==> config.mk <==
export PLATFORM = sky130hd
export DESIGN_NAME = multicycle_controller
export DESIGN_NICKNAME = d
export VERILOG_FILES = /design/src/rtl/multicycle_controller.sv
export SDC_FILE = /design/constraint.sdc
export NUM_CORES = 1
export LEC_CHECK = 0
export ABC_AREA = 1
export BUFFER_PORTS_ARGS = -buffer_cell sky130_fd_sc_hd__buf_4
export CAP_MARGIN = 40
export CORE_MARGIN = 5
export CORE_UTILIZATION = 54
export CTS_BUF_LIST = sky130_fd_sc_hd__clkbuf_16
export DETAILED_ROUTE_END_ITERATION = 8
export PLACE_DENSITY = 0.9
export REMOVE_ABC_BUFFERS = 1
export SLEW_MARGIN = 20
export SYNTH_ARGS = -nofsm -noshare
export SYNTH_HDL_FRONTEND = slang
export SYNTH_SLANG_ARGS = --single-unit
==> constraint.sdc <==
create_clock -name Clk -period 2 [get_ports Clk]
set_clock_uncertainty 0.1 [all_clocks]
set_input_delay 0.4 -clock Clk [delete_from_list [all_inputs] [get_ports Clk]]
set_output_delay 0.4 -clock Clk [all_outputs]
set_load 0.1 [all_outputs]
==> src/rtl/multicycle_controller.sv <==
// Multi-cycle MIPS control unit: registered FSM stepping each instruction through
// fetch/decode/execute/memory/write-back, with memory stalls and a retire counter.
module multicycle_controller #(
  parameter bit ILLEGAL_TO_FETCH = 1'b1
) (
  input  logic        Clk,
  input  logic        Rst,
  input  logic [5:0]  Opcode,
  input  logic        Zero,
  input  logic        MemReady,
  output logic        PCWrite,
  output logic        IorD,
  output logic        MemRead,
  output logic        MemWrite,
  output logic        IRWrite,
  output logic        RegDst,
  output logic        MemtoReg,
  output logic        RegWrite,
  output logic        ALUSrcA,
  output logic [1:0]  ALUSrcB,
  output logic [1:0]  ALUOp,
  output logic [1:0]  PCSource,
  output logic        Retire,
  output logic        IllegalOp,
  output logic [31:0] InstrCount,
  output logic [3:0]  State
);

  localparam logic [5:0] OP_RTYPE = 6'b000000;
  localparam logic [5:0] OP_LW    = 6'b100011;
  localparam logic [5:0] OP_SW    = 6'b101011;
  localparam logic [5:0] OP_BEQ   = 6'b000100;
  localparam logic [5:0] OP_J     = 6'b000010;
  localparam logic [5:0] OP_ADDI  = 6'b001000;

  typedef enum logic [3:0] {
    S_FETCH  = 4'd0,
    S_DECODE = 4'd1,
    S_MEMADR = 4'd2,
    S_MEMRD  = 4'd3,
    S_MEMWB  = 4'd4,
    S_MEMWR  = 4'd5,
    S_EXEC   = 4'd6,
    S_ALUWB  = 4'd7,
    S_BRANCH = 4'd8,
    S_JUMP   = 4'd9,
    S_ADDIEX = 4'd10,
    S_ADDIWB = 4'd11,
    S_HALT   = 4'd15
  } state_t;

  state_t state, next_state;
  logic   is_store;

  // lw/sw choice is captured in DECODE so later Opcode changes cannot redirect MEMADR.
  always_ff @(posedge Clk) begin
    if (Rst) begin
      state      <= S_FETCH;
      InstrCount <= '0;
      is_store   <= 1'b0;
    end else begin
      state <= next_state;
      if (state == S_DECODE)
        is_store <= (Opcode == OP_SW);
      if (Retire)
        InstrCount <= InstrCount + 32'd1;
    end
  end

  always_comb begin
    next_state = state;
    PCWrite    = 1'b0;
    IorD       = 1'b0;
    MemRead    = 1'b0;
    MemWrite   = 1'b0;
    IRWrite    = 1'b0;
    RegDst     = 1'b0;
    MemtoReg   = 1'b0;
    RegWrite   = 1'b0;
    ALUSrcA    = 1'b0;
    ALUSrcB    = 2'b00;
    ALUOp      = 2'b00;
    PCSource   = 2'b00;
    Retire     = 1'b0;
    IllegalOp  = 1'b0;
    case (state)
      S_FETCH: begin
        MemRead = 1'b1;
        ALUSrcB = 2'b01;
        IRWrite = MemReady;
        PCWrite = MemReady;
        if (MemReady) next_state = S_DECODE;
      end
      S_DECODE: begin
        ALUSrcB = 2'b11;
        case (Opcode)
          OP_LW, OP_SW: next_state = S_MEMADR;
          OP_RTYPE:     next_state = S_EXEC;
          OP_BEQ:       next_state = S_BRANCH;
          OP_J:         next_state = S_JUMP;
          OP_ADDI:      next_state = S_ADDIEX;
          default: begin
            IllegalOp  = 1'b1;
            next_state = ILLEGAL_TO_FETCH ? S_FETCH : S_HALT;
          end
        endcase
      end
      S_MEMADR: begin
        ALUSrcA    = 1'b1;
        ALUSrcB    = 2'b10;
        next_state = is_store ? S_MEMWR : S_MEMRD;
      end
      S_MEMRD: begin
        MemRead = 1'b1;
        IorD    = 1'b1;
        if (MemReady) next_state = S_MEMWB;
      end
      S_MEMWB: begin
        MemtoReg   = 1'b1;
        RegWrite   = 1'b1;
        Retire     = 1'b1;
        next_state = S_FETCH;
      end
      S_MEMWR: begin
        MemWrite = 1'b1;
        IorD     = 1'b1;
        Retire   = MemReady;
        if (MemReady) next_state = S_FETCH;
      end
      S_EXEC: begin
        ALUSrcA    = 1'b1;
        ALUOp      = 2'b10;
        next_state = S_ALUWB;
      end
      S_ALUWB: begin
        RegDst     = 1'b1;
        RegWrite   = 1'b1;
        Retire     = 1'b1;
        next_state = S_FETCH;
      end
      S_ADDIEX: begin
        ALUSrcA    = 1'b1;
        ALUSrcB    = 2'b10;
        next_state = S_ADDIWB;
      end
      S_ADDIWB: begin
        RegWrite   = 1'b1;
        Retire     = 1'b1;
        next_state = S_FETCH;
      end
      S_BRANCH: begin
        ALUSrcA    = 1'b1;
        ALUOp      = 2'b01;
        PCSource   = 2'b01;
        PCWrite    = Zero;
        Retire     = 1'b1;
        next_state = S_FETCH;
      end
      S_JUMP: begin
        PCSource   = 2'b10;
        PCWrite    = 1'b1;
        Retire     = 1'b1;
        next_state = S_FETCH;
      end
      S_HALT:  next_state = S_HALT;
      default: next_state = S_FETCH;
    endcase

    // Reset masks every strobe so an aborted instruction writes nothing.
    if (Rst) begin
      PCWrite   = 1'b0;
      IorD      = 1'b0;
      MemRead   = 1'b0;
      MemWrite  = 1'b0;
      IRWrite   = 1'b0;
      RegDst    = 1'b0;
      MemtoReg  = 1'b0;
      RegWrite  = 1'b0;
      ALUSrcA   = 1'b0;
      ALUSrcB   = 2'b00;
      ALUOp     = 2'b00;
      PCSource  = 2'b00;
      Retire    = 1'b0;
      IllegalOp = 1'b0;
    end
  end

  assign State = state;

endmodule

==> impl_metrics.tcl, run 1 <==
set metrics [dict create \
    finalWorstSetupSlack_ns -0.0574 \
    yosysSeqAreaShare_pct 27.3 \
    crit_path_max_fanout 5 \
    clock_path_buffers 2 \
    cts_sinks 37 \
    power.total_mw 1.70 \
    antenna_found_initial 0 \
    violations "negative setup slack" \
    grt_overflow 0 \
    place_area_um2 3290 \
    min_path_type "in2reg" \
    yosysTopAreaCellShare_pct 27.3 \
    relSlewSlack_pct 59.8 \
    regArea_um2 751 \
    wirelength_um 8110 \
    critPathLaunch "State[1]$_SDFFE_PP0P_" \
    ant_nets 0 \
    worstPathRequired_ns 1.50 \
    status "complete, but fails checks" \
    drive_gt1_share_pct 25.0 \
    synth_edf_count 0 \
    reg2reg_depth 8 \
    power_switching_mw 0.459 \
    yosysTopAreaCell "dfxtp_1" \
    rows 25 \
    cellLeakagePower_nw 1.42 \
    fp.coreArea_um2 4790 \
    synth_cell_types 30 \
    synth_common_cells "nand2_1 (166), nor2_1 (80), inv_1 (42)" \
    final_area_um2 3570 \
    p_sw_share_pct 27.0 \
    p_int_mw 1.24 \
    die_area_um2 6540 \
    clkSlewWorstSetupHoldPaths_ns 0.05 \
    drt_pass1_iterations 6 \
    drc 0 \
    worst_slew_pin_slew_ns 0.597 \
    postCtsHoldBufs 0 \
    power.share.clock_pct 43.0 \
    grt_max_degree 23 \
    setup_violations 5 \
    finalCritPeriodShare_pct 103 \
    path_class "reg2out" \
    tritoncts "built" \
    cp_data_arrival_time_ns 1.56 \
    ys_top_cells_by_area "dfxtp_1 (27%), nand2_1 (23%), nor2_1 (11%)" \
    powerDensity_nw_per_um2 477 \
    r2r_start "InstrCount[1]$_SDFFE_PP0P_" \
    dpl.hpwl_um 6240 \
    p_seq_share_pct 43.7 \
    grt_pass1_vias 2983 \
    ir_drop_mv 0.515 \
    io_buffers 62 \
    power.share.combinational_pct 13.2 \
    nets 551 \
    synth.most_common_cell "nand2_1" \
    fillers 408 \
    start_util_pct 56.6 \
    worstReg2RegEnd "InstrCount[10]$_SDFFE_PP0P_" \
    drv_slew 0 \
    finish.utilization_pct 74.6 \
    syn_to_final_growth_pct 31.7 \
    pre_cts_ws_ns 0.124 \
    grt_pass1_wl_um 13400 \
    hold_violations 0 \
    rrSetupSlack_ns 0.21 \
    synth.avg_cell_area_um2 5.80 \
    num_antenna_cells 0 \
    die_x_um 80.8 \
    htree_num_levels 2 \
    wl_per_cell_um 13.4 \
    multi_input_area_um2 1790 \
    worst_setup_path_start_kind "flop" \
    syn_area_um2 2710 \
    rsz0062_at_grt "yes" \
    cts_buffers 5 \
    synth_ff_type "dfxtp_1" \
    gp_congestion 0.959 \
    whs_ns 0.324 \
    drt_iter0_drc 249 \
    ioPinCount 63 \
    critPathCaptureType "output pin" \
    vias_per_cell 5.29 \
    grt.total_usage_pct 25.8 \
    fin_crit_ns 2.06 \
    die_h_um 80.8 \
    via_count 3213 \
    async_flop_share_pct 0 \
    clock.fmax_mhz 486 \
    netlist_instances 467 \
    clock_latency_ns 0.28 \
    cts_root_buffer "clkbuf_16" \
    ys_ff_latch 37 \
    max-cap-violations 0 \
    crit_path_end "Retire" \
    ys_warn_count 0 \
]
[layout make-up]
cell class / count / share of cell area [%]
Clock buffer: 5 / 3.51
Timing Repair Buffer: 77 / 17.7
Clock inverter: 2 / 0.210
Inverter: 45 / 4.87
Multi-Input combinational cell: 374 / 50.3
Tap cell: 67 / 2.35
Sequential cell: 37 / 21.0
[per-stage QoR]
stage | setup TNS [ns] | std cells
6_report | -0.122 | 607
5_1_grt | -0.625 | 607
4_1_cts | -0.0824 | 607
3_5_place_dp | 0 | 597
3_3_place_gp | 0 | 597
2_1_floorplan | -51.39 | 456
[registers in the layout, indices dropped and copies added, names as in the netlist]
name and cells:
InstrCount 32, State 4, is_store 1
[placed cells by master, fill, tap and decap left out]
master	count
clkinv_1	2
xor2_1	9
o21bai_1	1
nand4_1	2
and3_1	1
o21ai_0	9
xnor2_1	3
nor2_2	6
nor3_1	5
ha_1	1
nand2_4	2
nand3_4	1
buf_4	68
inv_1	42
nand4_4	1
dfxtp_4	2
clkbuf_16	5
inv_4	2
nor4_2	1
dfxtp_1	33
buf_8	1
inv_2	1
nor3_2	1
nor4_1	2
nand3_1	29
nand2_2	18
nand2_1	163
nand3b_1	1
buf_6	6
nor2_4	5
a21oi_1	27
nor2_1	75
a21oi_2	11
buf_12	2
dfxtp_2	2
[kinds of logic (layout without fill, tap and decap cells)]
logic type                 Yosys count  after routing  synth area share (%)
AOI/OAI and AO/OA                   48             48                  10.3
xor gates and xnor gates            12             12                  3.88
adders and majority gates            1              1                 0.462
buffers and inverters               56            129                  8.96
DFF                                 37             37                  27.3
and+or+nand+nor                    313            313                  49.0
[power groups by stage]
| stage | clock, mW | sequential [mW] | combinational [mW] |
|---|---|---|---|
| final | 0.733 | 0.745 | 0.225 |
| after global routing | 0.773 | 0.745 | 0.236 |
| after CTS | 0.745 | 0.744 | 0.218 |
| after detailed placement | 0 | 0.761 | 0.210 |
| after global placement | 0 | 0.760 | 0.208 |
| after floorplan | 0 | 0.782 | 0.114 |
[metal layers]
metal / part of all wire (%) / track usage, % / up-vias
met1: 42 / 32.8 / 1446
li1: - / - / 1606
met5: 0 / 0 / -
met3: 6.5 / 4.10 / 24
met4: 2.4 / 7.09 / 0
met2: 49 / 44.8 / 137
[worst max-delay path: stages (launching register included)]
cell     delay, ns
dfxtp_4       0.37
inv_4         0.07
nand2_4       0.08
nor2_4        0.15
nand2_2       0.10
nand2_2       0.07
nor2_2        0.05
nor2_4        0.18
buf_12        0.20
[worst min-delay path by stage]
stage          slack, ns  cells after the start                   startpoint                           to
4_1_cts             0.32                      3                    Opcode[3]        is_store$_SDFFE_PP0P_
3_3_place_gp        0.39                      2  InstrCount[31]$_SDFFE_PP0P_  InstrCount[31]$_SDFFE_PP0P_
6_report            0.32                      3                    Opcode[3]        is_store$_SDFFE_PP0P_
2_1_floorplan       0.36                      2        is_store$_SDFFE_PP0P_        is_store$_SDFFE_PP0P_
3_5_place_dp        0.39                      2        is_store$_SDFFE_PP0P_        is_store$_SDFFE_PP0P_
5_1_grt             0.35                      3                    Opcode[3]        is_store$_SDFFE_PP0P_
[timing repair]
action | CTS | global route
gates resized for setup | 22 | 15
setup endpoints to repair | 8 | 13
pin swaps | 3 | 3
setup buffers | 3 | 0
(Power assumes the default switching activity.)
==> inputs of run 2 (changes only) <==
--- a/config.mk
+++ b/config.mk
@@ -8,8 +8,10 @@
 export ABC_AREA = 1
 export BUFFER_PORTS_ARGS = -buffer_cell sky130_fd_sc_hd__buf_4
 export CAP_MARGIN = 40
+export CELL_PAD_IN_SITES_DETAIL_PLACEMENT = 1
+export CELL_PAD_IN_SITES_GLOBAL_PLACEMENT = 1
 export CORE_MARGIN = 5
-export CORE_UTILIZATION = 54
+export CORE_UTILIZATION = 36
 export CTS_BUF_LIST = sky130_fd_sc_hd__clkbuf_16
 export DETAILED_ROUTE_END_ITERATION = 8
 export PLACE_DENSITY = 0.9
==> run 2 against run 1 <==
Effect of this change:
- core utilization is 22 points lower
- register-to-register slack worse by 0.16 ns
- first-iteration DRC count is 35% lower
- clock power is 3.0% higher
- the run still ends with negative setup slack left
- sequential power hardly changed
- cell area is 7.4% higher
==> impl_metrics.tcl, run 2 (same netlist as run 1, synthesis figures left out) <==
set metrics [dict create \
    status "complete, but fails checks" \
    violations "negative setup slack" \
    ant_nets 0 \
    regMostFlops "InstrCount" \
    min_path_type "in2reg" \
    cp_data_arrival_time_ns 1.61 \
    rsz0062_at_grt "yes" \
    drive_gt1_share_pct 28.5 \
    place_area_um2 3330 \
    fin_crit_ns 2.11 \
    drc 0 \
    worstPathRequired_ns 1.50 \
    grt_max_degree 26 \
    setup_tns_ns -0.312 \
    cts_sinks 37 \
    htree_num_levels 2 \
    critPathCaptureType "output pin" \
    die_h_um 96.8 \
    worst_slew_pin_slew_ns 0.770 \
    largest_reg_flops 32 \
    p_int_mw 1.27 \
    ir_drop_mv 0.264 \
    vias_per_cell 5.22 \
    final_area_um2 3830 \
    setup_violations 8 \
    die_x_um 96.8 \
    hold_depth 2 \
    finalWorstSetupSlack_ns -0.107 \
    syn_to_final_growth_pct 41.5 \
    clkSlewWorstSetupHoldPaths_ns 0.06 \
    dpl.hpwl_um 7820 \
    grt_overflow 0 \
    wl_per_cell_um 17.6 \
    path_class "reg2out" \
    antenna_found_initial 0 \
    fp.coreArea_um2 7290 \
    rrSetupSlack_ns 0.05 \
    grt.total_usage_pct 22.3 \
    crit_path_max_fanout 5 \
    drt_iter0_drc 163 \
    clock_latency_ns 0.28 \
    regArea_um2 756 \
    fillers 1022 \
    relSlewSlack_pct 48.2 \
    cts_root_buffer "clkbuf_16" \
    grt_pass1_vias 3588 \
    rows 31 \
    tritoncts "built" \
    clock_path_buffers 2 \
    drv_slew 0 \
    ioPinCount 63 \
    power.share.clock_pct 42.6 \
    grt_pass1_wl_um 17500 \
    power.share.combinational_pct 15.4 \
    num_antenna_cells 0 \
    cts_buffers 5 \
    p_sw_share_pct 28.4 \
    cellLeakagePower_nw 1.51 \
    mostFrequentLayoutCells "nand2_1 (160), buf_4 (72), nor2_1 (71)" \
    hold_violations 0 \
    worst_setup_path_start_kind "flop" \
    via_count 3391 \
    power.total_mw 1.77 \
    gp_congestion 0.920 \
    layout.cells.most_common "nand2_1" \
    worstReg2RegEnd "InstrCount[26]$_SDFFE_PP0P_" \
    die_area_um2 9360 \
    min_from "Rst" \
    nets 560 \
    whs_ns 0.319 \
    p_seq_share_pct 42.1 \
    max-cap-violations 0 \
    drt_pass1_iterations 4 \
    multi_input_area_um2 1880 \
    clock.fmax_mhz 475 \
    start_util_pct 37.2 \
    power_switching_mw 0.503 \
    hold_end "State[2]$_SDFFE_PP0P_" \
    finalCritPeriodShare_pct 105 \
    powerDensity_nw_per_um2 463 \
    io_buffers 62 \
    r2r_start "State[0]$_SDFFE_PP0P_" \
    wirelength_um 11400 \
    postCtsHoldBufs 0 \
    reg2reg_depth 11 \
]
## run 2: changes by cell type in the layout (fill, tap and decap cells not counted), sizes merged
cell	previous run	this run
clkinv	2	1
inv	45	47
clkbuf	5	6
buf	77	85
## run 2: routing by layer
metal,GRT usage (%),up-vias,routed length [µm]
met5,0,-,0
met4,9.61,0,429
met3,4.96,32,559
met2,39.5,99,5880
met1,25.6,1639,4570
li1,-,1621,-
## run 2: worst max path at each step
stage                          start         to  slack [ns]  cells past startpoint
3_3_place_gp   State[2]$_SDFFE_PP0P_    PCWrite        0.12                      5
2_1_floorplan  State[0]$_SDFFE_PP0P_  IllegalOp       -2.99                      4
3_5_place_dp   State[2]$_SDFFE_PP0P_    PCWrite        0.05                      5
4_1_cts        State[3]$_SDFFE_PP0P_  IllegalOp       -0.06                      6
6_report       State[1]$_SDFFE_PP0P_  IllegalOp       -0.11                      6
5_1_grt        State[1]$_SDFFE_PP0P_  IllegalOp       -0.16                      6
## run 2: layout make-up
class	count	area share, %
sequential	37	19.7
tap	99	3.23
inverter	45	4.54
clock buffer	5	3.26
multi-input combinational	374	49.0
clock inverter	3	0.294
timing repair buffer	86	20.0
## run 2: repair_timing
action,4_1_cts,5_1_grt
pin swaps,8,6
setup buffers,6,4
gates resized for setup,33,45
setup endpoints to repair,15,16
## run 2: critical path, cell delays in order (launching register included)
cell	delay (ns)
dfxtp_4	0.37
inv_4	0.09
nand2_8	0.07
nor2_4	0.13
nand2_2	0.08
nor4_4	0.31
buf_6	0.27
## run 2: through the flow
step	std cells	setup slack, ns	util (%)
4_1_cts	645	-0.0636	49.6
5_1_grt	649	-0.164	52.6
6_report	649	-0.107	52.6
2_1_floorplan	456	-2.99	-
3_5_place_dp	631	0.0456	45.7
3_3_place_gp	631	0.118	45.7
## run 2: power groups by stage
stage | clock network, mW | logic [mW] | registers, mW
after floorplan | 0 | 0.114 | 0.782
after global placement | 0 | 0.210 | 0.760
after detailed placement | 0 | 0.212 | 0.761
after CTS | 0.769 | 0.225 | 0.743
after global routing | 0.801 | 0.284 | 0.746
final | 0.755 | 0.272 | 0.746
==> inputs of run 3 (changes only) <==
--- a/config.mk
+++ b/config.mk
@@ -6,14 +6,14 @@
 export NUM_CORES = 1
 export LEC_CHECK = 0
 export ABC_AREA = 1
-export BUFFER_PORTS_ARGS = -buffer_cell sky130_fd_sc_hd__buf_4
 export CAP_MARGIN = 40
 export CELL_PAD_IN_SITES_DETAIL_PLACEMENT = 1
 export CELL_PAD_IN_SITES_GLOBAL_PLACEMENT = 1
 export CORE_MARGIN = 5
-export CORE_UTILIZATION = 36
+export CORE_UTILIZATION = 43
 export CTS_BUF_LIST = sky130_fd_sc_hd__clkbuf_16
 export DETAILED_ROUTE_END_ITERATION = 8
+export DONT_BUFFER_PORTS = 1
 export PLACE_DENSITY = 0.9
 export REMOVE_ABC_BUFFERS = 1
 export SLEW_MARGIN = 20
==> run 3 against run 2 <==
Effect of this change:
- the flow still finishes with violations (negative setup slack)
- cell count is 4.6% lower
- sequential cell count did not move
- sequential power about the same
- die area fell by 15%
- sequential share of layout area decreased by 0.67 points
- worst hold slack worse by 0.26 ns
- clock power increased by 8.2%
- routed wire length rose by 42%
- critical path type unchanged
- critical endpoint is now Retire
- largest power group unchanged
==> impl_metrics.tcl, run 3 (same netlist as run 1, synthesis figures left out) <==
set metrics [dict create \
    status "complete, but fails checks" \
    violations "negative setup slack" \
    num_antenna_cells 0 \
    die_h_um 89.4 \
    regMostFlops "InstrCount" \
    p_sw_share_pct 30.1 \
    nets 552 \
    crit_path_max_fanout 5 \
    htree_num_levels 2 \
    worst_slew_pin_slew_ns 0.798 \
    fillers 813 \
    io_buffers 0 \
    drive_gt1_share_pct 29.3 \
    power_switching_mw 0.550 \
    wl_per_cell_um 26.2 \
    clock_path_buffers 2 \
    clock.fmax_mhz 457 \
    power.share.clock_pct 44.7 \
    grt_pass1_wl_um 20300 \
    drc 0 \
    fp.coreArea_um2 6240 \
    setup_violations 21 \
    place_area_um2 3530 \
    relSlewSlack_pct 46.3 \
    ioPinCount 63 \
    drt_pass1_iterations 5 \
    grt_overflow 0 \
    wirelength_um 16200 \
    ir_drop_mv 0.760 \
    p_seq_share_pct 40.7 \
    cellLeakagePower_nw 1.52 \
    worstPathRequired_ns 1.50 \
    hold_violations 0 \
    cts_sinks 37 \
    die_x_um 89.4 \
    grt.total_usage_pct 33.8 \
    gp_congestion 0.927 \
    ant_nets 0 \
    whs_ns 0.0586 \
    p_int_mw 1.28 \
    start_util_pct 43.4 \
    cp_data_arrival_time_ns 1.69 \
    setup_tns_ns -2.05 \
    fin_crit_ns 2.19 \
    finish.utilization_pct 63.6 \
    cts_root_buffer "clkbuf_16" \
    antenna_found_initial 0 \
    powerDensity_nw_per_um2 461 \
    rrSetupSlack_ns -0.15 \
    rows 29 \
    cts_buffers 5 \
    max-cap-violations 0 \
    clock_latency_ns 0.30 \
    rsz0062_at_grt "yes" \
    grt_pass1_vias 3842 \
    vias_per_cell 6.32 \
    drv_slew 0 \
    layout.cells.most_common "nand2_1" \
    clkSlewWorstSetupHoldPaths_ns 0.07 \
    min_path_type "in2reg" \
    finalCritPeriodShare_pct 109 \
    worst_setup_path_start_kind "flop" \
    grt_max_degree 46 \
    syn_to_final_growth_pct 46.4 \
    mostFrequentLayoutCells "nand2_1 (161), nor2_1 (67), buf_4 (53)" \
    finalWorstSetupSlack_ns -0.188 \
    power.share.combinational_pct 14.6 \
    tritoncts "built" \
    final_area_um2 3970 \
    dpl.hpwl_um 8530 \
    via_count 3912 \
    largest_reg_flops 32 \
    critPathCaptureType "output pin" \
    path_class "reg2out" \
    die_area_um2 7990 \
    drt_iter0_drc 337 \
]
run 3: area by class of cell:
class	instances	area [µm²]	share of cell area, %
tap	77	96.3	2.43
inverter	45	180	4.54
clock buffer	5	125	3.15
clock inverter	3	12.5	0.315
sequential	37	756	19.0
timing repair buffer	78	862	21.7
multi-input combinational	374	1940	48.8
run 3: power groups by stage:
stage	Clock (mW)	Sequential, mW	Combinational (mW)
global route	0.848	0.745	0.271
global placement	0	0.761	0.213
floorplan	0	0.782	0.114
CTS	0.783	0.744	0.234
finish	0.817	0.745	0.267
detailed placement	0	0.761	0.218
run 3: stage by stage:
stage / power [mW] / setup slack (ns) / instances
final: 1.83 / -0.188 / 619
after detailed placement: 0.979 / 0.101 / 599
after global routing: 1.86 / -0.193 / 619
after global placement: 0.973 / 0.177 / 599
after CTS: 1.76 / -0.0755 / 612
after floorplan: 0.896 / -2.99 / 456
run 3: path summary, 6_finish.rpt:
path	start	to	depth (start not counted)
setup / recovery	State[1]$_SDFFE_PP0P_	Retire	7
hold reg to reg	InstrCount[31]$_SDFFE_PP0P_	InstrCount[31]$_SDFFE_PP0P_	2
setup reg to reg	InstrCount[5]$_SDFFE_PP0P_	InstrCount[25]$_SDFFE_PP0P_	9
hold / removal	Rst	InstrCount[13]$_SDFFE_PP0P_	1
run 3: layer usage:
metal,global-route usage (%),vias to the layer above,share of wire [%]
li1,-,1607,-
met1,36.5,1867,33
met2,62.4,317,49
met3,7.65,121,9.6
met4,14.6,0,8.5
met5,0,-,0
run 3: worst max-delay path, stage by stage (launching register included):
cell and delay, ns:
dfxtp_4 0.39, nand2_1 0.20, clkinv_2 0.17, nand3_4 0.15, nand2_2 0.08, nor2_4 0.17, nor2_4 0.06, buf_12 0.16
run 3: what timing repair did:
action | CTS | global route
pin swaps | 8 | 5
buffers inserted | 5 | 7
endpoints found under the hold margin | 0 | 0
hold buffers | 0 | 0
endpoints found under the setup margin | 14 | 39
gates resized for setup | 29 | 28
